## config.mk

```make
export PLATFORM = sky130hd
export DESIGN_NAME = vga_scan_gen
export DESIGN_NICKNAME = d
export VERILOG_FILES = /design/src/rtl/vga_scan_gen_pkg.sv /design/src/rtl/vga_scan_gen_btn_sync_edge.sv /design/src/rtl/vga_scan_gen.sv
export SDC_FILE = /design/constraint.sdc
export NUM_CORES = 1
export LEC_CHECK = 0
export CAP_MARGIN = 20
export CORE_ASPECT_RATIO = 1.2
export CORE_UTILIZATION = 45
export CTS_BUF_LIST = sky130_fd_sc_hd__clkbuf_16
export DETAILED_ROUTE_END_ITERATION = 10
export PLACE_DENSITY_LB_ADDON = 0.2
export SLEW_MARGIN = 20
export SYNTH_ARGS = -nofsm -noshare
export SYNTH_HDL_FRONTEND = slang
export SYNTH_HIERARCHICAL = 1
export SYNTH_SLANG_ARGS = --single-unit
```

## constraint.sdc

```tcl
create_clock -name clk -period 2.4 [get_ports clk]
set_clock_uncertainty 0.2 [all_clocks]
set_input_delay 0.48 -clock clk [delete_from_list [all_inputs] [get_ports clk]]
set_output_delay 0.48 -clock clk [all_outputs]
set_load 0.05 [all_outputs]
```

## src/rtl/vga_scan_gen_pkg.sv

```systemverilog
// Shared 640x480@60 raster constants and sync polarity used by the scan
// generator and the flag renderers.
package vga_scan_gen_pkg;

    localparam int DEF_H_VIS  = 640;
    localparam int DEF_H_FP   = 16;
    localparam int DEF_H_SYNC = 96;
    localparam int DEF_H_BP   = 48;
    localparam int DEF_V_VIS  = 480;
    localparam int DEF_V_FP   = 10;
    localparam int DEF_V_SYNC = 2;
    localparam int DEF_V_BP   = 33;

    localparam int H_TOTAL = DEF_H_VIS + DEF_H_FP + DEF_H_SYNC + DEF_H_BP;
    localparam int V_TOTAL = DEF_V_VIS + DEF_V_FP + DEF_V_SYNC + DEF_V_BP;

    // Level driven on hsync/vsync during the sync pulse.
    localparam logic SYNC_ACTIVE = 1'b0;

    // Inclusive range test on a 10-bit scan coordinate.
    function automatic logic in_range(input logic [9:0] v,
                                      input logic [9:0] lo,
                                      input logic [9:0] hi);
        return (v >= lo) && (v <= hi);
    endfunction

endpackage

```

## src/rtl/vga_scan_gen_btn_sync_edge.sv

```systemverilog
// Two-flop synchronizer for an asynchronous button followed by a
// single-cycle rising-edge detect.
module btn_sync_edge (
    input  logic clk,
    input  logic reset,
    input  logic d_i,
    output logic rise_o
);

    logic r_meta;
    logic r_sync;
    logic r_prev;

    // Synchronizer chain plus one extra stage for edge detection.
    always_ff @(posedge clk) begin
        if (reset) begin
            r_meta <= 1'b0;
            r_sync <= 1'b0;
            r_prev <= 1'b0;
        end else begin
            r_meta <= d_i;
            r_sync <= r_meta;
            r_prev <= r_sync;
        end
    end

    assign rise_o = r_sync & ~r_prev;

endmodule

```

## src/rtl/vga_scan_gen.sv

```systemverilog
// Raster timing generator: scan counters, registered sync/enable decode,
// pad-side delay pipe, frame counter and flag-selection sequencer.
module vga_scan_gen
    import vga_scan_gen_pkg::*;
#(
    parameter int H_VIS       = DEF_H_VIS,
    parameter int H_FP        = DEF_H_FP,
    parameter int H_SYNC      = DEF_H_SYNC,
    parameter int H_BP        = DEF_H_BP,
    parameter int V_VIS       = DEF_V_VIS,
    parameter int V_FP        = DEF_V_FP,
    parameter int V_SYNC      = DEF_V_SYNC,
    parameter int V_BP        = DEF_V_BP,
    parameter int PIPE        = 1,
    parameter int NUM_FLAGS   = 8,
    parameter int HOLD_FRAMES = 300
) (
    input  logic       clk,
    input  logic       reset,
    input  logic       btn_i,
    input  logic       pause_i,
    output logic [9:0] pix_x,
    output logic [9:0] pix_y,
    output logic       display_on,
    output logic       hsync,
    output logic       vsync,
    output logic       hsync_o,
    output logic       vsync_o,
    output logic       de_o,
    output logic       frame_tick,
    output logic [7:0] frame_cnt,
    output logic [3:0] flag_sel
);

    localparam logic [9:0] H_LAST  = 10'(H_VIS + H_FP + H_SYNC + H_BP - 1);
    localparam logic [9:0] V_LAST  = 10'(V_VIS + V_FP + V_SYNC + V_BP - 1);
    localparam logic [9:0] H_VIS_L = 10'(H_VIS);
    localparam logic [9:0] V_VIS_L = 10'(V_VIS);
    localparam logic [9:0] H_SS    = 10'(H_VIS + H_FP);
    localparam logic [9:0] H_SE    = 10'(H_VIS + H_FP + H_SYNC - 1);
    localparam logic [9:0] V_SS    = 10'(V_VIS + V_FP);
    localparam logic [9:0] V_SE    = 10'(V_VIS + V_FP + V_SYNC - 1);
    localparam logic [3:0] FLAG_LAST = 4'(NUM_FLAGS - 1);
    localparam logic [9:0] HOLD_LAST = 10'(HOLD_FRAMES - 1);

    logic [9:0]      r_x, r_y;
    logic            r_hsync, r_vsync, r_de, r_tick;
    logic [PIPE-1:0] r_hs_pipe, r_vs_pipe, r_de_pipe;
    logic [7:0]      r_frame_cnt;
    logic [3:0]      r_flag;
    logic [9:0]      r_hold;
    logic            r_adv_pending;

    logic [9:0] w_x_next, w_y_next;
    logic       w_x_wrap, w_frame_wrap;
    logic       w_rise, w_adv;

    btn_sync_edge u_btn (
        .clk    (clk),
        .reset  (reset),
        .d_i    (btn_i),
        .rise_o (w_rise)
    );

    // Next scan position; the sync decode uses it so outputs line up with pix_x/pix_y.
    always_comb begin
        w_x_wrap     = (r_x == H_LAST);
        w_frame_wrap = w_x_wrap && (r_y == V_LAST);
        w_x_next     = w_x_wrap ? 10'd0 : r_x + 10'd1;
        w_y_next     = r_y;
        if (w_x_wrap)
            w_y_next = (r_y == V_LAST) ? 10'd0 : r_y + 10'd1;
        w_adv = r_adv_pending | w_rise | (!pause_i && (r_hold == HOLD_LAST));
    end

    // Scan counters, sync/enable decode and the wrap-driven frame tick.
    always_ff @(posedge clk) begin
        if (reset) begin
            r_x     <= 10'd0;
            r_y     <= 10'd0;
            r_hsync <= ~SYNC_ACTIVE;
            r_vsync <= ~SYNC_ACTIVE;
            r_de    <= 1'b1;
            r_tick  <= 1'b0;
        end else begin
            r_x     <= w_x_next;
            r_y     <= w_y_next;
            r_hsync <= in_range(w_x_next, H_SS, H_SE) ? SYNC_ACTIVE : ~SYNC_ACTIVE;
            r_vsync <= in_range(w_y_next, V_SS, V_SE) ? SYNC_ACTIVE : ~SYNC_ACTIVE;
            r_de    <= (w_x_next < H_VIS_L) && (w_y_next < V_VIS_L);
            r_tick  <= w_frame_wrap;
        end
    end

    // Delay line matching the registered colour path; flushed to idle levels on reset.
    always_ff @(posedge clk) begin
        if (reset) begin
            r_hs_pipe <= '1;
            r_vs_pipe <= '1;
            r_de_pipe <= '0;
        end else begin
            r_hs_pipe <= PIPE'({r_hs_pipe, r_hsync});
            r_vs_pipe <= PIPE'({r_vs_pipe, r_vsync});
            r_de_pipe <= PIPE'({r_de_pipe, r_de});
        end
    end

    // Frame count and flag rotation; everything changes only on the tick so a frame never tears.
    always_ff @(posedge clk) begin
        if (reset) begin
            r_frame_cnt   <= 8'd0;
            r_flag        <= 4'd0;
            r_hold        <= 10'd0;
            r_adv_pending <= 1'b0;
        end else if (r_tick) begin
            r_frame_cnt   <= r_frame_cnt + 8'd1;
            r_adv_pending <= 1'b0;
            if (w_adv) begin
                r_flag <= (r_flag == FLAG_LAST) ? 4'd0 : r_flag + 4'd1;
                r_hold <= 10'd0;
            end else if (!pause_i) begin
                r_hold <= r_hold + 10'd1;
            end
        end else if (w_rise) begin
            r_adv_pending <= 1'b1;
        end
    end

    assign pix_x      = r_x;
    assign pix_y      = r_y;
    assign display_on = r_de;
    assign hsync      = r_hsync;
    assign vsync      = r_vsync;
    assign hsync_o    = r_hs_pipe[PIPE-1];
    assign vsync_o    = r_vs_pipe[PIPE-1];
    assign de_o       = r_de_pipe[PIPE-1];
    assign frame_tick = r_tick;
    assign frame_cnt  = r_frame_cnt;
    assign flag_sel   = r_flag;

endmodule

```

### Word level (Yosys, flattened, before mapping)

Index checks and enable logic that the tools add are counted.

| word-level totals | value |
|---|---|
| memories | 0 |
| logic and storage cells | 53 |
| bits of input ports | 4 |
| register bits after elaboration | 53 |
| RAM bits | 0 |
| bits in read-only memories | 0 |
| latch bits | 0 |
| output and inout port bits | 39 |

| operators by class | value |
|---|---|
| divide/modulo/power cells | 0 |
| mux-type cells | 8 |
| bitwise logic cells | 4 |
| shift operators | 0 |
| eq/ne operators | 5 |
| order comparisons | 6 |
| multipliers | 0 |
| reductions and logical operators | 9 |
| add/subtract/negate cells | 5 |

Operators by type and width:

| cell | count |
|---|---|
| $mux 10 | 5 |
| $add 10x1->10 const B | 3 |
| $eq 10x10->1 const B | 2 |
| $eq 10x9->1 const B | 1 |
| $ge 10x10->1 const B | 1 |
| $ge 10x9->1 const B | 1 |
| $le 10x10->1 const B | 1 |
| $le 10x9->1 const B | 1 |
| $lt 10x10->1 const B | 1 |
| $lt 10x9->1 const B | 1 |
| $add 8x1->8 const B | 1 |
| $logic_and 1x1->1 | 5 |
| $add 4x1->4 const B | 1 |
| $eq 4x3->1 const B | 1 |
| $mux 4 | 1 |
| $reduce_and 2->1 | 2 |
| $mux 1 | 2 |
| $ne 2x1->1 const B | 1 |
| $or 1x1->1 | 2 |
| $reduce_or 2->1 | 1 |
| $and 1x1->1 | 1 |
| $logic_not 1->1 | 1 |
| $not 1->1 | 1 |

### Longest topological paths before layout

Gate-level depths: netlist of run 1.

| logic depth | value |
|---|---|
| depth after elaboration | 6 |
| mapped depth | 8 |
| depth with buffers taken out | 7 |

### By module

Netlist of run 1, hierarchy kept.

Modules (own cells, without submodules):

| module | sequential area each (um^2) | cells an instance | area each (um^2) | instances |
|---|---|---|---|---|
| vga_scan_gen | 1001.0 | 285 | 2466.1 | 1 |
| btn_sync_edge | 60.1 | 7 | 87.6 | 1 |

### Worst setup path after synthesis of run 1

Ideal clock, no wire load.

| timing | value |
|---|---|
| path type | reg2reg |
| from | register r_x[0] (netlist: pix_x[0]) |
| to | register r_de (netlist: display_on) |
| cell stages (with the launch flop) | 7 |
| clock period less this slack | 2.647 ns |
| setup time | 0.127 ns |
| required time | 2.073 ns |
| arrival time | 2.320 ns |
| slack | -0.247 ns |
| path buffers | 0 |
| path through | dfxtp_1 > ha_1 > and3b_1 > nand3_4 > or4_4 > a2111oi_4 > o41ai_1 |

| on the way | value |
|---|---|
| longest elaborated chain between the ends | 4 |
| elaborated cells on any way between the ends | 7 |
| classes of those cells | 1 x add/sub; 2 x order compare; 1 x eq/ne; 2 x mux; 1 x reduce/logical |

RTL lines:

| item | line | RTL |
|---|---|---|
| from (decl) | vga_scan_gen.sv:46 | `logic [9:0] r_x, r_y;` |
| from (signal assigned) | vga_scan_gen.sv:86 | `r_x <= w_x_next;` |
| $add 10x1->10 / $eq 10x10->1 (equally long branches) | vga_scan_gen.sv:69, vga_scan_gen.sv:67 |  |
| $mux 10, on equally long branches | vga_scan_gen.sv:69, vga_scan_gen.sv:71 |  |
| $lt 10x10->1 / $lt 10x9->1 (equally long branches) | vga_scan_gen.sv:90 | `r_de <= (w_x_next < H_VIS_L) && (w_y_next < V_VIS_L);` |
| $logic_and 1x1->1 (*) | vga_scan_gen.sv:90 |  |
| to (signal assigned) | vga_scan_gen.sv:90 |  |
| to (decl) | vga_scan_gen.sv:47 | `logic r_hsync, r_vsync, r_de, r_tick;` |

Every way passes the cells marked *; elsewhere a longest branch is shown, timed or not.
A chain may end at the register's enable or synchronous reset.

### Final worst setup path of run 1

| timing | value |
|---|---|
| from | register r_x[7] (netlist: pix_x[7]) |
| to | output port pix_x[7] |

RTL lines:

| item | line | RTL |
|---|---|---|
| to (decl) | vga_scan_gen.sv:22 | `output logic [9:0] pix_x,` |

No word-level cell between the ends.

==> results.md, run 1 <==
- Crit start category: flip-flop
- Ports: 43
- FP Rows: 29
- Pwr dens: 513 mW/mm^2
- Clock Pin Slew Worst Setup and Hold Paths: 0.07 ns
- RSZ-0062 raised after global routing: false
- Worst path slowest cell: clkdlybuf4s50_1
- Detail Placement HPWL: 4.01 mm
- Post-synthesis net count: 303
- Core Footprint: 0.00537 sq mm
- Min Clock Period, post-route: 2.31 ns
- Worst hold-check path type: reg2reg
- Violated checks: design-rule violations
- Final cell count without fillers: 409
- Die area: 0.00598 sq mm
- CP Max Fanout: 8
- Fin crit share: 96.3%
- Ys async rst share: 0%
- Slew HR: 65.7%
- Routability cong.: 0.900
- Routed WL per cell: 13.2 microns
- Die extent in x: 70.8 microns
- Final hold violation count: 0
- Cells after Synth: 292
- Vias in the first global route: 2049
- Setup crit end kind: output pin
- Arrival time worst endpoint: 1.63 ns
- Worst slew pin tran: 0.513 ns
- WL met1: 2.39 mm
- EDFF count, synth: 0
- Nets: 358
- Vias/cell: 5.39
- Total power: 1690 uW
- Worst path bufs/invs: 1
- Outcome: finished with violations
- Post-route cell area: 0.00328 sq mm
- DP Cell Count: 402
- Main flop type after synthesis: dfxtp_1
- Clock Root Buffer: clkbuf_16
- Reg-to-Reg Start: pix_x[0]
- #FFs+latches synth: 53
- CTS tree: yes
- Seq/Total Area, Yosys: 41.5%
- Placed cell area: 0.00315 sq mm
- Hold buffer count at cts: 0
- Initial antenna violation count: 0
- Number of remaining DRC errors: 6
- Drt first pass iters: 7
- Commonest non-fill, non-tap cell in the layout: dfxtp_1
- VDD IR max: 0.294 mV
- Highest Signal Layer: met4
- First-pass GRT wire length: 9.18 mm
- Met3 WL: 155 microns
- Crit path kind: reg2out
- Core Util, Final: 61.2%
- Routed WL: 5.40 mm
- WL met2: 2.73 mm
- Family with the most delay on the worst path: buffers and inverters
- Max Clk Rate: 0.432 GHz
- P_leak: 0.00117 uW
- Worst-path cell chain: clkdlybuf4s50_1
- Synth warn: 6
- CTS Buf Count: 5
- Port Buffers: 42
- Hold Crit Start: vsync
- Setup Fix Bufs, Post-CTS: 0
- CP startpoint: pix_x[7]
- Max clock buf depth: 2
- Mean post-synth cell area: 8.75 sq um
- CP max stage delay: 0.86 ns
- Final setup fails: 0
- Area Overhead vs Synth: 28.6%
- Slew Viols, Final: 0
- Initial Utilization: 47.6%
- Number of fill cells: 482
- CP required: 1.72 ns
- Max-cap violation count: 0
- Overall Global Routing Usage: 19.2%
- Vias: 2205
- Worst-Skew Late Latency: 0.28 ns
- Most frequent cells in the layout: 43 x dfxtp_1, 39 x nor2_1, 38 x clkdlybuf4s50_1, 26 x nand2_1, 24 x buf_4
- Starting DRT DRC Count: 134
- H-tree levels: 2
- Post-synthesis cell type count: 51
- Die Y: 84.5 microns
- Share of layout cells above drive strength 1: 15.3%
- Clock sink count: 53
- Syn Std Cell Area: 0.00255 sq mm
- Detail Route Antenna Nets: 0
- Antenna diodes: 0
- Maximum number of pins on one net before global-route repair: 27
- Post-CTS resize count: 0
- Remaining Overflow, GRT: 0
-- state kept, by name, indices dropped and copies added (netlist names), 4 cells and up --
| signal | count |
|---|---|
| pix_x | 10 |
| pix_y | 10 |
| r_hold | 10 |
| frame_cnt | 8 |
| flag_sel | 4 |
-- worst paths after layout --
check        cells after the start         end  slack [ns]
max                              1    pix_x[7]        0.09
min                              1     vsync_o        0.24
max reg2reg                      6  display_on        0.18
min reg2reg                      1     vsync_o        0.24
-- routing by layer --
layer,track usage (%),vias to the layer above
li1,-,1125
met4,7.64,0
met5,0,-
met3,3.72,12
met2,34.4,44
met1,22.2,1024
-- cells in the mapped netlist, types with 3 or more instances --
cell type | number | area (sq um)
a21oi_1 | 12 | 60.1
ha_1 | 7 | 87.6
mux2i_1 | 3 | 30.0
nand4_1 | 12 | 75.1
nor2_1 | 39 | 146
o21ai_0 | 6 | 30.0
nor3_1 | 11 | 55.1
clkbuf_1 | 8 | 30.0
nor4_1 | 4 | 25.0
nor2b_1 | 4 | 25.0
or3_1 | 6 | 37.5
xor2_1 | 12 | 105
nand2_1 | 26 | 97.6
xnor2_1 | 17 | 149
and3_1 | 8 | 50.1
nand3_1 | 11 | 55.1
buf_2 | 6 | 30.0
dfxtp_1 | 53 | 1060
inv_1 | 9 | 33.8
-- kinds of logic after synthesis --
family / Yosys count / synth area share (%)
mux: 3 / 1.18
xor+xnor: 29 / 9.95
buf+inv: 24 / 3.82
compound gates: 33 / 9.65
fa+ha+maj: 7 / 3.43
simple gates: 143 / 30.4
flops: 53 / 41.5
-- layout make-up --
class	instances	area [sq um]	area share [%]
clock inverter	2	10.0	0.305
clock buffer	5	125	3.81
sequential	53	1080	32.8
multi-input combinational	215	1400	42.5
timing repair buffer	62	561	17.1
tap	62	77.6	2.36
inverter	10	37.5	1.14
-- where the power goes --
group	internal (uW)	leakage [uW]	switching (uW)	total (uW)
clock	378	0.0000676	299	677
sequential	890	0.000434	11.8	902
combinational	45.4	0.000667	61.1	107
-- metrics by stage --
| step | TNS (ns) | hold WS (ns) | setup WS, ns |
|---|---|---|---|
| after global placement | -0.953 | 0.216 | -0.103 |
| after global routing | 0 | 0.259 | 0.0305 |
| after CTS | 0 | 0.240 | 0.0820 |
| after detailed placement | -1.37 | 0.224 | -0.140 |
| after floorplan | 0 | 0.214 | 0.0296 |
| final | 0 | 0.236 | 0.0878 |
(Power assumes the default switching activity.)
==> run 2, diff against run 1 <==
Settings changed: CAP_MARGIN 20 to not set.
==> results of run 2 <==
No change in the layout: final DEF, timing and power equal those of run 1.
